--- src/rtl/ucsbece154b_bpred_gshare_pkg.sv ---
// Shared definitions for the gshare branch predictor: control-flow type encoding,
// PHT counter reset helper and architectural widths.
package ucsbece154b_bpred_gshare_pkg;

    localparam int unsigned ADDR_BITS  = 32;
    localparam int unsigned INSTR_SIZE = 4;

    // Resolved / predicted control-flow class, as carried on upd_type_i.
    typedef enum logic [1:0] {
        BR_BRANCH = 2'b00,
        BR_JUMP   = 2'b01,
        BR_CALL   = 2'b10,
        BR_RETURN = 2'b11
    } brType_e;

    // Weakly-not-taken value for an n-bit saturating counter (0..01..1 below the MSB).
    function automatic int unsigned ctrResetValue(input int unsigned ctrBits);
        return (32'd1 << (ctrBits - 1)) - 32'd1;
    endfunction

endpackage

--- src/rtl/ucsbece154b_ras.sv ---
// Return-address stack with checkpoint restore.
// Ports:
//   clk, reset_n      clock, asynchronous active-low reset
//   push, pop         push pushAddr / pop top (push wins if both)
//   restore           reload {nonEmpty,ptr} from restorePtr before push/pop apply
//   restorePtr        checkpoint {count-nonzero, ptr}
//   pushAddr          return address to push
//   top               current top-of-stack entry
//   nonEmpty          count != 0
//   checkpoint        {nonEmpty, ptr} for the instruction being fetched
module ucsbece154b_ras
    import ucsbece154b_bpred_gshare_pkg::*;
#(
    parameter int unsigned DEPTH = 4,
    localparam int unsigned RP = $clog2(DEPTH)
) (
    input  logic                 clk,
    input  logic                 reset_n,
    input  logic                 push,
    input  logic                 pop,
    input  logic                 restore,
    input  logic [RP:0]          restorePtr,
    input  logic [ADDR_BITS-1:0] pushAddr,
    output logic [ADDR_BITS-1:0] top,
    output logic                 nonEmpty,
    output logic [RP:0]          checkpoint
);

    localparam int unsigned CW = $clog2(DEPTH + 1);

    logic [ADDR_BITS-1:0] entries [DEPTH];
    logic [RP-1:0]        ptrQ, ptrD, basePtr;
    logic [CW-1:0]        cntQ, cntD, baseCnt;
    logic                 wrEn;

    // Restore first, then apply push/pop on top of the restored pointer.
    // The checkpoint keeps only "non-empty", so a restored stack trusts its top entry alone.
    always_comb begin
        basePtr = ptrQ;
        baseCnt = cntQ;
        if (restore) begin
            basePtr = restorePtr[RP-1:0];
            baseCnt = restorePtr[RP] ? CW'(1) : '0;
        end
        ptrD = basePtr;
        cntD = baseCnt;
        wrEn = 1'b0;
        if (push) begin
            wrEn = 1'b1;
            ptrD = basePtr + RP'(1);
            if (baseCnt != CW'(DEPTH)) begin
                cntD = baseCnt + CW'(1);
            end
        end else if (pop && (baseCnt != '0)) begin
            ptrD = basePtr - RP'(1);
            cntD = baseCnt - CW'(1);
        end
    end

    // Pointer/count state.
    always_ff @(posedge clk or negedge reset_n) begin
        if (!reset_n) begin
            ptrQ <= '0;
            cntQ <= '0;
        end else begin
            ptrQ <= ptrD;
            cntQ <= cntD;
        end
    end

    // Stack storage; a full push overwrites the oldest slot circularly.
    always_ff @(posedge clk) begin
        if (wrEn) begin
            entries[basePtr] <= pushAddr;
        end
    end

    assign top        = entries[ptrQ - RP'(1)];
    assign nonEmpty   = (cntQ != '0);
    assign checkpoint = {nonEmpty, ptrQ};

endmodule

--- src/rtl/ucsbece154b_bpred_gshare.sv ---
// Fetch-stage branch predictor: tagged direct-mapped BTB, gshare PHT of saturating
// counters, speculative GHR with checkpoint restore, and a return-address stack.
// Ports:
//   clk, reset_n                     clock, asynchronous active-low reset
//   pc_i, lookup_i, stall_f_i        fetch PC, lookup valid, fetch stall
//   pred_taken_o, pred_target_o      same-cycle prediction
//   pred_ghr_o, pred_rasptr_o        pre-lookup checkpoints travelling with the instruction
//   upd_*                            execute-stage resolution, training and recovery
module ucsbece154b_bpred_gshare
    import ucsbece154b_bpred_gshare_pkg::*;
#(
    parameter int unsigned NUM_BTB_ENTRIES = 32,
    parameter int unsigned NUM_GHR_BITS    = 5,
    parameter int unsigned TAG_BITS        = 8,
    parameter int unsigned CTR_BITS        = 2,
    parameter int unsigned RAS_DEPTH       = 4,
    localparam int unsigned RP = $clog2(RAS_DEPTH)
) (
    input  logic                    clk,
    input  logic                    reset_n,
    input  logic [31:0]             pc_i,
    input  logic                    lookup_i,
    input  logic                    stall_f_i,
    output logic                    pred_taken_o,
    output logic [31:0]             pred_target_o,
    output logic [NUM_GHR_BITS-1:0] pred_ghr_o,
    output logic [RP:0]             pred_rasptr_o,
    input  logic                    upd_valid_i,
    input  logic [31:0]             upd_pc_i,
    input  logic [1:0]              upd_type_i,
    input  logic                    upd_taken_i,
    input  logic [31:0]             upd_target_i,
    input  logic [NUM_GHR_BITS-1:0] upd_ghr_i,
    input  logic [RP:0]             upd_rasptr_i,
    input  logic                    upd_mispredict_i
);

    localparam int unsigned IDX       = $clog2(NUM_BTB_ENTRIES);
    localparam int unsigned PHT_DEPTH = 2 ** NUM_GHR_BITS;
    localparam logic [CTR_BITS-1:0] CTR_INIT = CTR_BITS'(ctrResetValue(CTR_BITS));

    // BTB and PHT storage
    logic                    btbValid  [NUM_BTB_ENTRIES];
    logic [TAG_BITS-1:0]     btbTag    [NUM_BTB_ENTRIES];
    logic [31:0]             btbTarget [NUM_BTB_ENTRIES];
    brType_e                 btbType   [NUM_BTB_ENTRIES];
    logic [CTR_BITS-1:0]     pht       [PHT_DEPTH];
    logic [NUM_GHR_BITS-1:0] ghr, ghrNext;

    // Lookup side
    logic [IDX-1:0]          lookupIdx;
    logic [TAG_BITS-1:0]     lookupTag;
    logic [NUM_GHR_BITS-1:0] lookupPhtIdx;
    brType_e                 lookupType;
    logic                    lookupHit, dirTaken, predTaken;
    logic [31:0]             fallThrough, hitTarget;

    // Update side
    brType_e                 updType;
    logic [IDX-1:0]          updIdx;
    logic [TAG_BITS-1:0]     updTag;
    logic [NUM_GHR_BITS-1:0] trainIdx;
    logic [CTR_BITS-1:0]     trainCur, trainNext;
    logic                    mispredict, specUpdate, btbWrite, phtTrain;

    // RAS interface
    logic                    rasPush, rasPop, rasNonEmpty;
    logic [31:0]             rasPushAddr, rasTop;
    logic [RP:0]             rasCheckpoint;

    // Combinational prediction from current (pre-edge) state.
    always_comb begin
        lookupIdx    = pc_i[IDX+1:2];
        lookupTag    = pc_i[IDX+TAG_BITS+1:IDX+2];
        lookupPhtIdx = pc_i[NUM_GHR_BITS+1:2] ^ ghr;
        lookupType   = btbType[lookupIdx];
        lookupHit    = btbValid[lookupIdx] && (btbTag[lookupIdx] == lookupTag);
        dirTaken     = (lookupType == BR_BRANCH) ? pht[lookupPhtIdx][CTR_BITS-1] : 1'b1;
        predTaken    = lookupHit && dirTaken;
        fallThrough  = pc_i + 32'(INSTR_SIZE);
        hitTarget    = ((lookupType == BR_RETURN) && rasNonEmpty) ? rasTop : btbTarget[lookupIdx];
    end

    assign pred_taken_o  = predTaken;
    assign pred_target_o = predTaken ? hitTarget : fallThrough;
    assign pred_ghr_o    = ghr;
    assign pred_rasptr_o = rasCheckpoint;

    // Update decode; a mispredict overrides any same-cycle speculative lookup.
    always_comb begin
        updType    = brType_e'(upd_type_i);
        updIdx     = upd_pc_i[IDX+1:2];
        updTag     = upd_pc_i[IDX+TAG_BITS+1:IDX+2];
        trainIdx   = upd_pc_i[NUM_GHR_BITS+1:2] ^ upd_ghr_i;
        mispredict = upd_valid_i && upd_mispredict_i;
        specUpdate = lookup_i && !stall_f_i && !upd_mispredict_i && lookupHit;
        btbWrite   = upd_valid_i && (upd_taken_i || (updType != BR_BRANCH));
        phtTrain   = upd_valid_i && (updType == BR_BRANCH);
    end

    // Saturating counter step for the trained PHT entry.
    always_comb begin
        trainCur  = pht[trainIdx];
        trainNext = trainCur;
        if (upd_taken_i && (trainCur != '1)) begin
            trainNext = trainCur + CTR_BITS'(1);
        end else if (!upd_taken_i && (trainCur != '0)) begin
            trainNext = trainCur - CTR_BITS'(1);
        end
    end

    // GHR next state: checkpoint repair on mispredict, else shift in the prediction.
    always_comb begin
        ghrNext = ghr;
        if (mispredict) begin
            ghrNext = (updType == BR_BRANCH) ? {upd_ghr_i[NUM_GHR_BITS-2:0], upd_taken_i}
                                             : upd_ghr_i;
        end else if (specUpdate && (lookupType == BR_BRANCH)) begin
            ghrNext = {ghr[NUM_GHR_BITS-2:0], predTaken};
        end
    end

    // RAS control: recovery replays the resolved call/return after restoring the pointer.
    always_comb begin
        rasPush     = 1'b0;
        rasPop      = 1'b0;
        rasPushAddr = fallThrough;
        if (mispredict) begin
            rasPush     = (updType == BR_CALL);
            rasPop      = (updType == BR_RETURN);
            rasPushAddr = upd_pc_i + 32'(INSTR_SIZE);
        end else if (specUpdate) begin
            rasPush = (lookupType == BR_CALL);
            rasPop  = (lookupType == BR_RETURN);
        end
    end

    // GHR, BTB valid bits and PHT counters: cleared by reset.
    always_ff @(posedge clk or negedge reset_n) begin
        if (!reset_n) begin
            ghr <= '0;
            for (int unsigned i = 0; i < NUM_BTB_ENTRIES; i++) begin
                btbValid[i] <= 1'b0;
            end
            for (int unsigned i = 0; i < PHT_DEPTH; i++) begin
                pht[i] <= CTR_INIT;
            end
        end else begin
            ghr <= ghrNext;
            if (btbWrite) begin
                btbValid[updIdx] <= 1'b1;
            end
            if (phtTrain) begin
                pht[trainIdx] <= trainNext;
            end
        end
    end

    // BTB payload; qualified by btbValid so it needs no reset.
    always_ff @(posedge clk) begin
        if (btbWrite) begin
            btbTag[updIdx]    <= updTag;
            btbTarget[updIdx] <= upd_target_i;
            btbType[updIdx]   <= updType;
        end
    end

    ucsbece154b_ras #(
        .DEPTH (RAS_DEPTH)
    ) ras (
        .clk        (clk),
        .reset_n    (reset_n),
        .push       (rasPush),
        .pop        (rasPop),
        .restore    (mispredict),
        .restorePtr (upd_rasptr_i),
        .pushAddr   (rasPushAddr),
        .top        (rasTop),
        .nonEmpty   (rasNonEmpty),
        .checkpoint (rasCheckpoint)
    );

endmodule

--- config.mk ---
export PLATFORM = sky130hd
export DESIGN_NAME = ucsbece154b_bpred_gshare
export DESIGN_NICKNAME = d
export VERILOG_FILES = /design/src/rtl/ucsbece154b_bpred_gshare_pkg.sv /design/src/rtl/ucsbece154b_ras.sv /design/src/rtl/ucsbece154b_bpred_gshare.sv
export SDC_FILE = /design/constraint.sdc
export NUM_CORES = 2
export LEC_CHECK = 0
export BUFFER_PORTS_ARGS = -buffer_cell sky130_fd_sc_hd__buf_4
export CAP_MARGIN = 10
export CORE_MARGIN = 2
export CORE_UTILIZATION = 45
export CTS_CLUSTER_SIZE = 30
export DETAILED_ROUTE_END_ITERATION = 10
export HOLD_SLACK_MARGIN = 0.03
export PLACE_DENSITY = 0.62
export SETUP_SLACK_MARGIN = 0.02
export SYNTH_ARGS = -nofsm -noshare
export SYNTH_HDL_FRONTEND = slang
export SYNTH_SLANG_ARGS = --single-unit
--- constraint.sdc ---
create_clock -name clk -period 3.5 [get_ports clk]
set_input_delay 0.525 -clock clk [delete_from_list [all_inputs] [get_ports clk]]
set_output_delay 0.525 -clock clk [all_outputs]
set_load 0.005 [all_outputs]
# Word level (Yosys, flattened, before mapping)
# Memory sizes are Yosys's and may differ from the RTL's.
# Cells that the tools add are included.
[word_totals]
ff_bits = 106
latchBits = 0
ramBits = 1472
romBits = 0
inputBits = 113
output_inout_bits = 41
word_cells = 166
n_memories = 4
[memory_table]
columns = ["name", "depth", "word_bits", "rd", "rd_ports_with_merged_regs", "write_ports", "line_no", "source"]
rows = [
  ["btbTarget", 32, 32, 1, 0, 1, "ucsbece154b_bpred_gshare.sv:45", "logic [31:0] btbTarget [NUM_BTB_ENTRIES];"],
  ["btbTag", 32, 8, 1, 0, 1, "ucsbece154b_bpred_gshare.sv:44", "logic [TAG_BITS-1:0] btbTag [NUM_BTB_ENTRIES];"],
  ["ras.entries", 4, 32, 1, 0, 1, "ucsbece154b_ras.sv:31", "logic [ADDR_BITS-1:0] entries [DEPTH];"],
  ["btbType", 32, 2, 1, 0, 1, "ucsbece154b_bpred_gshare.sv:46", "brType_e btbType [NUM_BTB_ENTRIES];"],
]
[op_classes]
addsub = 9
n_mul = 0
div = 0
magnitude_cmp = 6
eq_ne = 7
shift = 0
muxes = 40
bitwise = 7
reduce_logical = 26
[ops]
columns = ["cell", "n"]
rows = [
  ["2-to-1 mux 32 bit", 3],
  ["adder 32 x 3 -> 32 bit (second input constant)", 2],
  ["bitwise mux 64 bit", 1],
  ["OR 32 bit", 1],
  [">= comparator 6 bit (second input constant)", 4],
  ["NOT 5 -> 6 bit", 4],
  ["binary-select mux 2 bit (select 5 bit)", 2],
  ["2-to-1 mux 2 bit", 10],
  ["logical AND 1 bit", 15],
  ["2-to-1 mux 5 bit", 3],
  ["2-to-1 mux 1 bit", 14],
  ["less-than comparator 6 x 1 -> 1 bit (second input constant)", 2],
  ["2-to-1 mux 3 bit", 4],
  ["demux 2 bit (select 5 bit)", 1],
  ["bitwise XOR 5 bit", 2],
  ["equality test 2 bit (second input constant)", 4],
  ["equality test 8 bit", 1],
  ["nonzero test 2 bit", 3],
  ["nonzero test 3 bit", 2],
  ["subtractor 2 x 1 -> 2 bit (second input constant)", 3],
  ["binary-select mux 1 bit (select 5 bit)", 1],
  ["demux 1 bit (select 5 bit)", 1],
  ["adder 2 x 1 -> 2 bit (second input constant)", 2],
  ["logical NOT 2 bit", 2],
  ["other kinds (6)", 8],
]

# Logic depth before layout (Yosys ltp)
[depth]
word_depth = 11
depth_mapped = 16
mapped_depth_nobuf = 10

# Hierarchy
# A second synthesis with hierarchy kept.
[hier_totals]
hier_cells = 3041
hier_area_um2 = 63727.4
[modules_own_cells]
columns = ["module", "instances", "cells_each", "area_per_inst_um2", "seq_area_each_um2"]
rows = [
  ["ucsbece154b_bpred_gshare", 1, 2827, 58615.0, 42926.2],
  ["ucsbece154b_ras", 1, 214, 5112.4, 3968.8],
]

# Worst setup path after synthesis
# No wires, ideal clock.
[synth_timing]
kind = "input-to-reg"
start = "input port pc_i[3]"
end = "memory ras.entries[0][0] (enable)"
setup_time_ns = 0.392
t_arrival_ns = 3.589
t_required_ns = 3.108
slack_ns = -0.481
stages = 12
path_buffers = 4
path_cell_list = "buf_4 > buf_6 > buf_6 > buf_4 > mux4_2 > a211oi_1 > a21oi_1 > xnor2_1 > nor4_4 > nand3_1 > nand2_1 > and2_1"
[synth_between]
elab_chain_len = 11
word_cells_on_any_way = 15
cone_classes = "2 x eq/ne; 8 x mux; 1 x bitwise; 2 x reduce/logical; 2 x memory"
[synth_rtl]
columns = ["element", "line_no", "source"]
rows = [
  ["start: declaration", "ucsbece154b_bpred_gshare.sv:21", "input logic [31:0] pc_i,"],
  ["branches (longest 6 deep; another with memory (32 x 8 bit))", "--", ""],
  ["2-to-1 mux 1 bit *", "ucsbece154b_bpred_gshare.sv:132", "end else if (specUpdate) begin"],
  ["2-to-1 mux 1 bit *", "ucsbece154b_bpred_gshare.sv:128", "if (mispredict) begin"],
  ["2-to-1 mux 1 bit *", "ucsbece154b_ras.sv:48", "if (push) begin"],
  ["2-to-1 mux 1 bit *", "ucsbece154b_ras.sv:73", "if (wrEn) begin"],
  ["2-to-1 mux 1 bit (not written as such) *", "ucsbece154b_ras.sv:74", "entries[basePtr] <= pushAddr;"],
  ["end: declaration", "ucsbece154b_ras.sv:31", ""],
]
# Every way passes the cells marked *. The select of a mux whose other input is x is not followed.

# Worst setup path after layout
[layout_timing]
start = "register ghr[0], in the netlist pred_ghr_o[0]"
end = "output port pred_target_o[8]"
[layout_between]
elab_chain_len = 8
[layout_rtl]
columns = ["element", "line_no", "source"]
rows = [
  ["start: declaration", "ucsbece154b_bpred_gshare.sv:48", "logic [NUM_GHR_BITS-1:0] ghr, ghrNext;"],
  ["start signal: assignment", "ucsbece154b_bpred_gshare.sv:149", "ghr <= ghrNext;"],
  ["bitwise XOR 5 bit", "ucsbece154b_bpred_gshare.sv:75", "lookupPhtIdx = pc_i[NUM_GHR_BITS+1:2] ^ ghr;"],
  ["NOT 5 -> 6 bit (not written as such)", "ucsbece154b_bpred_gshare.sv:78", "dirTaken = (lookupType == BR_BRANCH) ? pht[lookupPhtIdx][CTR_BITS-1] : 1'b1;"],
  ["binary-select mux 2 bit (select 5 bit)", "ucsbece154b_bpred_gshare.sv:78", ""],
  ["2-to-1 mux 2 bit (not written as such) (2 in a row)", "ucsbece154b_bpred_gshare.sv:78", ""],
  ["2-to-1 mux 1 bit", "ucsbece154b_bpred_gshare.sv:78", ""],
  ["logical AND 1 bit", "ucsbece154b_bpred_gshare.sv:79", "predTaken = lookupHit && dirTaken;"],
  ["2-to-1 mux 32 bit", "ucsbece154b_bpred_gshare.sv:85", "assign pred_target_o = predTaken ? hitTarget : fallThrough;"],
  ["end: declaration", "ucsbece154b_bpred_gshare.sv:25", "output logic [31:0] pred_target_o,"],
]
# No other way between the ends. The select of a mux whose other input is x is not followed.

==> flow_metrics.py <==
metrics = {
    "sta": {
        "tns_ns": -26.42,
        "slew_viol_final": 0,
        "tightestPinTransition_ns": 0.940,
        "slew_headroom": 0.372,
        "rsz0062_at_grt": "yes",
        "period_minus_slack_ns": 4.40,
        "setup_viol_count_final": 33,
        "fmax_ghz": 0.227,
        "hold_viol_final": 0,
        "fin_ws_ns": -0.898,
        "fin_skew_ns": 0.0362,
        "period_share": 1.26,
    },
    "die": {
        "initial_utilization": 0.452,
        "ios": 154,
        "fp.dieH_um": 380,
        "die_width_um": 380,
        "placementRows": 138,
        "die_area_um2": 145000,
        "coreArea_um2": 141000,
    },
    "synthesis": {
        "yosysSeqAreaShare": 0.736,
        "synth_top_area_frac": 0.693,
        "post_synth.cell_area_avg_um2": 21.2,
        "synth_cell_types": 65,
        "syn_inst": 3009,
        "ys_ff_latch": 1578,
        "synth_edf_count": 1472,
        "syn_area_um2": 63800,
        "ys.warnings.count": 0,
        "ys_top_cells_by_area": "edfxtp_1 69%, mux4_2 15%, dfrtp_1 2.9%, mux2i_1 2.5%, mux2_2 1.7%",
        "synth_ff_type": "edfxtp_1",
        "postSynth.asyncResetShare": 0.0672,
        "netlist.top_cell.by_area": "edfxtp_1",
        "syn-num-nets": 3137,
    },
    "global_routing": {
        "grt_pass1_vias": 33600,
        "grt_use_met1": 0.332,
        "antenna_found_initial": 11,
        "met3_usage": 0.0360,
        "grt-ovfl-total": 0,
        "grt_busiest_layer": "met2",
        "grt_pass1_wl_mm": 244,
        "grt_max_degree": 106,
        "grt_usage": 0.235,
        "use_met2": 0.380,
    },
    "route": {
        "drc": 0,
        "wire_per_inst_um": 31.0,
        "viasPerCell": 5.96,
        "postRouteAntennaNets": 0,
        "drt-total-wl_mm": 170,
        "vias": 32700,
        "drt_iter0_drc": 3973,
        "detail_route.first_pass.iterations": 6,
    },
    "finish": {
        "num-nets-final": 3587,
        "drive_gt1_frac": 0.376,
        "syn_to_final_growth_pct": 18.5,
    },
    "power_and_ir_drop": {
        "irDropWorstVdd_v": 0.000518,
        "p_leak_nw": 25.1,
        "fin_total_pwr_mw": 42.1,
        "power_density_nw_per_um2": 557,
    },
    "cts": {
        "cts_tree": "built",
        "clock-sinks": 1578,
        "clkSlewWorstSetupHoldPaths_ns": 0.06,
        "numCtsBuffers": 160,
        "clockBufferDepth": 3,
        "h-tree-depth": 4,
        "cts_root_buf": "clkbuf_16",
        "clock_latency_ns": 0.80,
    },
    "worst_setup_path": {
        "crit_required_ns": 2.97,
        "cp-start-kind": "register",
        "crit_family": "multiplexers",
        "critPathSlowestCell": "mux4_2",
        "worstPathCellList": "xnor2_4, buf_12, mux4_2, mux4_2, mux2i_4, nand3_2, nand3_4, clkinv_8, buf_12, mux2i_1, buf_4, buf_4",
        "cp.arrival_ns": 3.87,
        "crit_path_max_incr_delay_ns": 0.54,
        "path_buf_inv": 5,
        "critPathKind": "reg2out",
        "cp-end-kind": "primary output",
        "cp_max_fo": 10,
    },
    "status": {
        "failed_checks": "negative setup slack",
        "status": "complete, but fails checks",
    },
    "placed_design": {
        "hpwl_mm": 100,
        "place_ws_ns": -0.727,
        "place_congestion": 0.869,
        "io_buffers": 153,
    },
    "worst_hold_path": {
        "hp-class": "in2async",
    },
    "run": {
        "drv_cap": 0,
    },
}
==> worst paths after layout <==
kind                                     from            endpoint  slack, ns  depth (start not counted)
worst max-delay path            pred_ghr_o[0]    pred_target_o[8]      -0.90                         12
worst min-delay path                  reset_n         ras.ptrQ[0]        0.1                          2
worst max register to register  btbTag[23][4]  ras.entries[0][30]       0.15                         14
worst min register to register    btbValid[9]         btbValid[9]       0.46                          1
max in group asynchronous             reset_n         btbValid[5]       2.64                          3
min in group clk                  upd_pc_i[1]   ras.entries[2][1]       0.13                          2
==> area by class of cell <==
cell class | instances | area [µm²]
antenna | 5 | 12.5
clock buffer | 188 | 4180
clock inverter | 106 | 938
fill | 10700 | 65500
inverter | 21 | 91.3
multi-input combinational | 1260 | 16500
sequential | 1578 | 46900
tap | 1890 | 2360
timing repair buffer | 438 | 4610
==> timing repair <==
action                                  in CTS  in global routing
endpoints found under the hold margin       76                  0
setup buffers                                5                  5
endpoints found under the setup margin      33                 33
pin swaps                                    6                  9
resized for setup                           31                 27
hold buffers                                 3                  0
==> metal layers <==
layer / up-vias / part of all wire / wire, µm
met1: 17600 / 0.41 / 69400
met2: 1430 / 0.49 / 83400
li1: 13400 / - / -
met4: 6 / 0.029 / 4870
met3: 252 / 0.072 / 12300
met5: - / 0.00025 / 42
==> synthesized netlist by cell type, types with 4 or more instances <==
master / n
a211oi_1: 11
a21oi_1: 46
a221oi_1: 4
a22o_1: 5
a22oi_1: 30
and2_1: 15
and3_1: 12
and4_1: 5
buf_1: 9
buf_2: 55
buf_4: 12
buf_6: 12
clkbuf_1: 58
dfrtp_1: 74
dfstp_2: 32
edfxtp_1: 1472
ha_1: 15
inv_1: 19
mux2_2: 99
mux2i_1: 161
mux4_2: 430
nand2_1: 49
nand2b_1: 5
nand3_1: 46
nand3b_1: 6
nand4_1: 17
nor2_1: 117
nor2b_1: 17
nor3_1: 9
o221ai_1: 4
o31ai_1: 4
or2_2: 34
or3_1: 5
xnor2_1: 36
xor2_1: 39
==> layout by cell type, fill, tap and decap left out, drive strengths merged, types with 17 or more instances in the layout <==
| master | count |
|---|---|
| mux2i | 161 |
| inv | 28 |
| xnor2 | 37 |
| nand2 | 50 |
| dfrtp | 74 |
| nor2 | 117 |
| buf | 434 |
| nand3 | 48 |
| or2 | 35 |
| a22oi | 30 |
| a21oi | 46 |
| xor2 | 39 |
| mux2 | 99 |
| nand4 | 18 |
| nor2b | 17 |
| clkbuf | 189 |
| mux4 | 430 |
| clkinv | 81 |
| dfstp | 32 |
| edfxtp | 1472 |
==> through the flow <==
stage | area, µm² | hold slack, ns | util | cells
2_1_floorplan | 64000 | 0.229 | - | 3009
3_3_place_gp | 70100 | 0.321 | 0.497 | 5181
3_5_place_dp | 70100 | 0.320 | 0.497 | 5181
4_1_cts | 75400 | 0.0382 | 0.535 | 5481
5_1_grt | 75500 | 0.0806 | 0.536 | 5482
6_report | 75600 | 0.100 | 0.536 | 5486
==> power breakdown <==
part | internal [mW] | leakage, nW | switching [mW] | total [mW]
clock network | 9.54 | 2.51 | 7.19 | 16.7
logic | 1.87 | 8.04 | 2.15 | 4.03
registers | 21.1 | 14.5 | 0.201 | 21.3
==> registers in the layout (all words and copies together), names as in the netlist <==
| signal | count |
|---|---|
| btbTag | 256 |
| btbTarget | 1024 |
| btbType | 64 |
| btbValid | 32 |
| pht | 64 |
| pred_ghr_o | 5 |
| ras.cntQ | 3 |
| ras.entries | 128 |
| ras.ptrQ | 2 |
==> logic make-up (layout without fill, tap and decap cells) <==
kind of cell / Yosys count / in the layout / synth area share
DFF: 1578 / 1578 / 0.736
muxes: 690 / 690 / 0.195
and+or+nand+nor: 353 / 353 / 0.0285
buffers and inverters: 171 / 753 / 0.0141
AOI/OAI and AO/OA: 126 / 126 / 0.0137
xor gates and xnor gates: 76 / 76 / 0.0106
adders and majority gates: 15 / 15 / 0.00294
other: 0 / 5 / 0
No activity file was read; power rests on OpenSTA's default activity.
